$ cat config.mk
export PLATFORM = sky130hd
export DESIGN_NAME = stream_mux_nx1_flat
export DESIGN_NICKNAME = d
export VERILOG_FILES = /design/src/rtl/stream_mux_nx1_pkg.sv /design/src/rtl/stream_mux_nx1_if.sv /design/src/rtl/stream_mux_nx1_rr_arbiter.sv /design/src/rtl/stream_mux_nx1.sv /design/src/flat_wrapper.sv
export SDC_FILE = /design/constraint.sdc
export NUM_CORES = 1
export LEC_CHECK = 0
export ABC_AREA = 1
export BUFFER_PORTS_ARGS = -buffer_cell sky130_fd_sc_hd__clkbuf_2
export CAP_MARGIN = 10
export CORE_MARGIN = 4
export CORE_UTILIZATION = 42
export DETAILED_ROUTE_END_ITERATION = 10
export PLACE_DENSITY_LB_ADDON = 0.05
export RECOVER_POWER = 25
export SLEW_MARGIN = 40
export SYNTH_ARGS = -nofsm -noshare
export SYNTH_HDL_FRONTEND = slang
export SYNTH_SLANG_ARGS = --single-unit
$ cat constraint.sdc
create_clock -name clk -period 2.68 [get_ports clk]
set_clock_uncertainty 0.05 [all_clocks]
set_input_delay 0.268 -clock clk [delete_from_list [all_inputs] [get_ports clk]]
set_output_delay 0.268 -clock clk [all_outputs]
set_load 0.03 [all_outputs]
$ cat src/rtl/stream_mux_nx1_pkg.sv
// stream_mux_pkg: shared types, mode constants and helpers for stream_mux_nx1.
package stream_mux_pkg;
  typedef enum logic {IDLE, LOCKED} state_t;
  localparam int MODE_RR = 0;
  localparam int MODE_FIXED = 1;
  localparam int MODE_SEL = 2;
  // A 2-input mux still needs a 1-bit channel index.
  function automatic int clog2_min1(input int n);
    return (n <= 2) ? 1 : $clog2(n);
  endfunction
endpackage

$ cat src/rtl/stream_mux_nx1_if.sv
// stream_mux_nx1_if: N producer channels in, one consumer stream out, plus external select.
interface stream_mux_nx1_if #(
  parameter int NUM_INPUTS = 4,
  parameter int WIDTH = 8,
  parameter int CHAN_W = stream_mux_pkg::clog2_min1(NUM_INPUTS)
);
  logic [NUM_INPUTS-1:0] in_valid;
  logic [NUM_INPUTS*WIDTH-1:0] in_data;
  logic [NUM_INPUTS-1:0] in_last;
  logic [NUM_INPUTS-1:0] in_ready;
  logic [CHAN_W-1:0] sel;
  logic out_valid;
  logic [WIDTH-1:0] out_data;
  logic out_last;
  logic [CHAN_W-1:0] out_chan;
  logic out_ready;
  modport master (
    output in_valid, in_data, in_last, sel, out_ready,
    input in_ready, out_valid, out_data, out_last, out_chan
  );
  modport slave (
    input in_valid, in_data, in_last, sel, out_ready,
    output in_ready, out_valid, out_data, out_last, out_chan
  );
endinterface

$ cat src/rtl/stream_mux_nx1_rr_arbiter.sv
// rr_arbiter: first requester at or above ptr_i (with wrap) wins; ptr_i=0 gives fixed priority.
module rr_arbiter import stream_mux_pkg::*; #(
  parameter int NUM_INPUTS = 4,
  localparam int CHAN_W = clog2_min1(NUM_INPUTS)
) (
  input  logic [NUM_INPUTS-1:0] req_i,
  input  logic [CHAN_W-1:0]     ptr_i,
  output logic [NUM_INPUTS-1:0] gnt_o,
  output logic [CHAN_W-1:0]     idx_o,
  output logic                  valid_o
);
  localparam logic [NUM_INPUTS-1:0] ONE = NUM_INPUTS'(1);
  logic [NUM_INPUTS-1:0] rot;
  always_comb begin
    rot = NUM_INPUTS'({req_i, req_i} >> ptr_i);
    idx_o = '0;
    valid_o = 1'b0;
    for (int k = NUM_INPUTS - 1; k >= 0; k--)
      if (rot[k]) begin
        valid_o = 1'b1;
        idx_o = CHAN_W'((int'(ptr_i) + k) % NUM_INPUTS);
      end
  end
  assign gnt_o = valid_o ? ONE << idx_o : '0;
endmodule

$ cat src/rtl/stream_mux_nx1.sv
// stream_mux_nx1: N:1 packet-aware stream mux with a registered single-entry output stage.
module stream_mux_nx1 import stream_mux_pkg::*; #(
  parameter int NUM_INPUTS = 4,
  parameter int WIDTH = 8,
  parameter int MODE = MODE_RR
) (
  input logic clk,
  input logic rst_n,
  stream_mux_nx1_if.slave bus
);
  localparam int CHAN_W = clog2_min1(NUM_INPUTS);
  localparam int PAD_N = 2 ** CHAN_W;
  localparam logic [NUM_INPUTS-1:0] ONE = NUM_INPUTS'(1);
  state_t state_q, state_d;
  logic [CHAN_W-1:0] lock_chan_q, lock_chan_d, rr_ptr_q, rr_ptr_d;
  logic [CHAN_W-1:0] arb_ptr, arb_idx, grant;
  logic [NUM_INPUTS-1:0] arb_gnt, gnt_vec, ready;
  logic [PAD_N-1:0] valid_pad;
  logic arb_valid, sel_hit, can_load, xfer, xfer_last, locked;
  logic [WIDTH-1:0] xfer_data;
  logic out_valid_q, out_last_q;
  logic [WIDTH-1:0] out_data_q;
  logic [CHAN_W-1:0] out_chan_q;
  assign arb_ptr = (MODE == MODE_RR) ? rr_ptr_q : '0;
  rr_arbiter #(.NUM_INPUTS(NUM_INPUTS)) u_arb (
    .req_i(bus.in_valid),
    .ptr_i(arb_ptr),
    .gnt_o(arb_gnt),
    .idx_o(arb_idx),
    .valid_o(arb_valid)
  );
  // Padding lets an out-of-range sel be indexed safely; the range check rejects it.
  assign valid_pad = PAD_N'(bus.in_valid);
  assign sel_hit = (int'(bus.sel) < NUM_INPUTS) && valid_pad[bus.sel];
  assign locked = (state_q == LOCKED);
  assign grant = locked ? lock_chan_q : (MODE == MODE_SEL) ? bus.sel : arb_idx;
  assign gnt_vec = locked ? ONE << lock_chan_q
                 : (MODE == MODE_SEL) ? (sel_hit ? ONE << bus.sel : '0)
                 : arb_gnt;
  assign can_load = !out_valid_q || bus.out_ready;
  assign ready = (rst_n && can_load) ? gnt_vec : '0;
  assign xfer = |(bus.in_valid & ready);
  always_comb begin
    xfer_data = '0;
    xfer_last = 1'b0;
    for (int i = 0; i < NUM_INPUTS; i++)
      if (grant == CHAN_W'(i)) begin
        xfer_data = bus.in_data[i*WIDTH +: WIDTH];
        xfer_last = bus.in_last[i];
      end
  end
  always_comb begin
    state_d = state_q;
    lock_chan_d = lock_chan_q;
    rr_ptr_d = rr_ptr_q;
    if (xfer) begin
      state_d = xfer_last ? IDLE : LOCKED;
      lock_chan_d = grant;
      rr_ptr_d = (MODE != MODE_RR || !xfer_last) ? rr_ptr_q
               : (int'(grant) == NUM_INPUTS - 1) ? '0 : grant + 1'b1;
    end
  end
  always_ff @(posedge clk or negedge rst_n)
    if (!rst_n) begin
      state_q <= IDLE;
      lock_chan_q <= '0;
      rr_ptr_q <= '0;
      out_valid_q <= 1'b0;
      out_data_q <= '0;
      out_last_q <= 1'b0;
      out_chan_q <= '0;
    end else begin
      state_q <= state_d;
      lock_chan_q <= lock_chan_d;
      rr_ptr_q <= rr_ptr_d;
      if (xfer) begin
        out_valid_q <= 1'b1;
        out_data_q <= xfer_data;
        out_last_q <= xfer_last;
        out_chan_q <= grant;
      end else if (bus.out_ready) begin
        out_valid_q <= 1'b0;
      end
    end
  assign bus.in_ready = ready;
  assign bus.out_valid = out_valid_q;
  assign bus.out_data = out_data_q;
  assign bus.out_last = out_last_q;
  assign bus.out_chan = out_chan_q;
endmodule

$ cat src/flat_wrapper.sv
// flat-port wrapper written by rule: the top's interface ports become plain ports
module stream_mux_nx1_flat import stream_mux_pkg::*;
#(
  parameter int NUM_INPUTS = 4,
  parameter int WIDTH = 8,
  parameter int MODE = MODE_RR
)
  (clk, rst_n, bus_in_valid, bus_in_data, bus_in_last, bus_sel, bus_out_ready, bus_in_ready, bus_out_valid, bus_out_data, bus_out_last, bus_out_chan);
  stream_mux_nx1_if #(.NUM_INPUTS(NUM_INPUTS), .WIDTH(WIDTH)) bus_i ();
  input logic clk;
  input logic rst_n;
  input wire logic [$bits(bus_i.in_valid)-1:0] bus_in_valid;
  input wire logic [$bits(bus_i.in_data)-1:0] bus_in_data;
  input wire logic [$bits(bus_i.in_last)-1:0] bus_in_last;
  input wire logic [$bits(bus_i.sel)-1:0] bus_sel;
  input wire logic [$bits(bus_i.out_ready)-1:0] bus_out_ready;
  output wire logic [$bits(bus_i.in_ready)-1:0] bus_in_ready;
  output wire logic [$bits(bus_i.out_valid)-1:0] bus_out_valid;
  output wire logic [$bits(bus_i.out_data)-1:0] bus_out_data;
  output wire logic [$bits(bus_i.out_last)-1:0] bus_out_last;
  output wire logic [$bits(bus_i.out_chan)-1:0] bus_out_chan;
  assign bus_i.in_valid = bus_in_valid;
  assign bus_i.in_data = bus_in_data;
  assign bus_i.in_last = bus_in_last;
  assign bus_i.sel = bus_sel;
  assign bus_i.out_ready = bus_out_ready;
  assign bus_in_ready = bus_i.in_ready;
  assign bus_out_valid = bus_i.out_valid;
  assign bus_out_data = bus_i.out_data;
  assign bus_out_last = bus_i.out_last;
  assign bus_out_chan = bus_i.out_chan;
  stream_mux_nx1 #(.NUM_INPUTS(NUM_INPUTS), .WIDTH(WIDTH), .MODE(MODE)) u_core (.clk(clk), .rst_n(rst_n), .bus(bus_i));
endmodule
==> flow_summary.ini <==
[outcome]
outcome = finished, final reports clean

[global_routing]
grt_pass1_wl_um = 5840
grt_pass1_vias = 1428
grt_max_degree = 18
antenna_found_initial = 0
overflow = 0
grt_use_total = 0.171

[setup_path]
cp-start-kind = register
critPathBufInv = 3
cp.arrival_ns = 2.56
path_common_cell = nand2_1
slowest_delay_ns = 0.47
required_ns = 2.81
crit_family = simple AND/OR/NAND/NOR gates
timing.rr.start = u_core.arb_ptr[0]
r2r_setup_slack_ns = 0.26
reg2regPathDepth = 18
criticalPathCategory = register to register
path_max_fanout = 6
critical_path.slowest_cell = dfrtp_2
path_cells = clkbuf_4 -> nand2_1 -> nand3_1 -> nand2_1 -> nand2_1 -> nand3_1 -> nand2_2 -> nand2_1 -> nand2_1 -> inv_2 -> ha_1 -> nand3_1 -> a211oi_2 -> a21oi_1 -> inv_1 -> o21ai_2 -> nand2_1 -> nand2_1
critPathCaptureType = register
timing.rr.end = u_core.arb_ptr[0]

[min_path]
whs_endpoint = u_core.bus.out_valid
min_path_type = input port to register
worstHoldStart = bus_out_ready
hold_depth = 2

[sta]
setup_tns_ns = 0
fin_crit_ns = 2.42
slew_violations = 0
finalHoldWorstSlack_ns = 0.117
rsz0062_at_grt = no
timing.fmax_mhz = 413
finalCritPeriodShare = 0.904
hold_viol = 0
slew-limit-headroom = 0.500
setup_viol = 0
worst_pin_slew_ns = 0.751

[synthesis]
yosysMostFrequentCell = nand2_1
synth_top_cell_area_share = 0.280
async_flop_share = 1.00
synthesis.nets = 272
ys_ff_latch = 15
syn_area_mm2 = 0.00134
seq_area_frac_synth = 0.280
syn_area_per_cell_um2 = 6.02
synth.top_cells.by_count = nand2_1, nand3_1, inv_1, o21ai_0, dfrtp_1
synth_cell_types = 26
yosysWarnings = 0
synth_ff_type = dfrtp_1
synth_edf_count = 0
synth_area_leaders = dfrtp_1, nand2_1, nand3_1
synth_top_cell_by_area = dfrtp_1
syn-instance-count = 223

[drt]
drtPass1Iterations = 5
routed_wl_um = 3510
dr.first_iter.drc_count = 62
wl_per_cell_um = 10.5
drc = 0
postRouteAntennaNets = 0
via_count = 1579
via_per_inst = 4.73

[clocking]
clock_sinks = 15
clk_pin_slew_worst_paths_ns = 0.09
ctsHtreeMaxLevel = 1
cts_tree = built
clock_latency_ns = 0.29
clockBufferDepth = 2
cts-root-buf = clkbuf_4
cts-buffers-inserted = 3

[pwr]
p_leak_nw = 1.07
pwr_density_cell_mw_per_mm2 = 1470
irDropWorstVdd_uv = 572

[floorplanning]
io_pins = 61
row_count = 20
die_x_um = 64.5
coreArea_mm2 = 0.00305
dieHeight_um = 64.5
die_area_mm2 = 0.00416
initial_core_util = 0.440

[job]
cap_viol_max_count = 0

[finish]
syn_to_final_growth_pct = 34.1
final_core_util = 0.590
n_antenna_cell = 0
drive_gt1_frac = 0.331
nets = 340

[placement]
dp_hpwl_um = 2930
place.port_buffers = 58
gp_congestion = 0.859
## power breakdown
group | internal (mW) | total [mW] | switching [mW]
registers | 0.337 | 0.426 | 0.0887
logic | 0.789 | 2.09 | 1.30
clock network | 0.0568 | 0.130 | 0.0731
## per-stage QoR
step	instances	area, um^2	setup WS, ns	power (mW)
floorplan	223	1340	0.120	1.88
global placement	328	1720	0.0138	2.44
detailed placement	328	1720	-0.0223	2.45
CTS	333	1770	0.0577	2.59
global route	334	1800	0.0189	2.97
finish	334	1800	0.258	2.65
## worst max path at each step
stage,cells after the start,start,end
finish,18,u_core.arb_ptr[0],u_core.arb_ptr[0]
global route,18,u_core.arb_ptr[0],u_core.arb_ptr[0]
CTS,20,u_core.arb_ptr[0],u_core.arb_ptr[0]
detailed placement,20,u_core.arb_ptr[0],u_core.arb_ptr[0]
global placement,20,u_core.arb_ptr[0],u_core.arb_ptr[1]
floorplan,19,u_core.arb_ptr[0],u_core.bus.out_last
## layout make-up
cell class                      count  area [um^2]
Clock buffer                        3         22.5
Clock inverter                      1         7.51
Fill cell                         335         1250
Inverter                           23         88.8
Multi-Input combinational cell    177          863
Sequential cell                    15          377
Tap cell                           44         55.1
Timing Repair Buffer               71          387
## placed cells by master (no fill, tap or decap), types with 5 or more instances in the layout
cell	n
nand3_1	25
a21oi_1	12
buf_4	10
dfrtp_1	14
o21ai_0	18
nand2_1	94
clkbuf_2	58
inv_1	17
nor2_1	5
## cells by family (layout without fill, tap and decap cells)
family,Yosys count,after routing,share of synthesized area
AO/OA/AOI/OAI,35,35,0.140
adder cells (fa/ha/maj),4,4,0.0373
buffers and inverters,31,98,0.101
flip-flops,15,15,0.280
AND/OR/NAND/NOR,138,138,0.443
## sequential cells by signal, summed over array words and instances, names as in the netlist
name	flops
u_core.bus.out_data	8
u_core.arb_ptr	2
u_core.lock_chan_q	2
u_core.bus.out_last	1
u_core.bus.out_valid	1
u_core.locked	1
## what timing repair did
| action | in CTS | in global routing |
|---|---|---|
| setup buffers | 0 | 1 |
| hold endpoints to repair | 15 | 0 |
| pin swaps | 0 | 1 |
| hold buffers | 1 | 0 |
| resized for setup | 1 | 9 |
| endpoints found under the setup margin | 2 | 12 |
## metal layers
metal / up-vias / share of wire / global-route usage
met4: 0 / 0 / 0.00792
met1: 688 / 0.43 / 0.213
met2: 44 / 0.51 / 0.314
li1: 847 / - / -
met3: 0 / 0.064 / 0.0364
met5: - / 0 / 0
No activity file was read; power rests on OpenSTA's default activity.
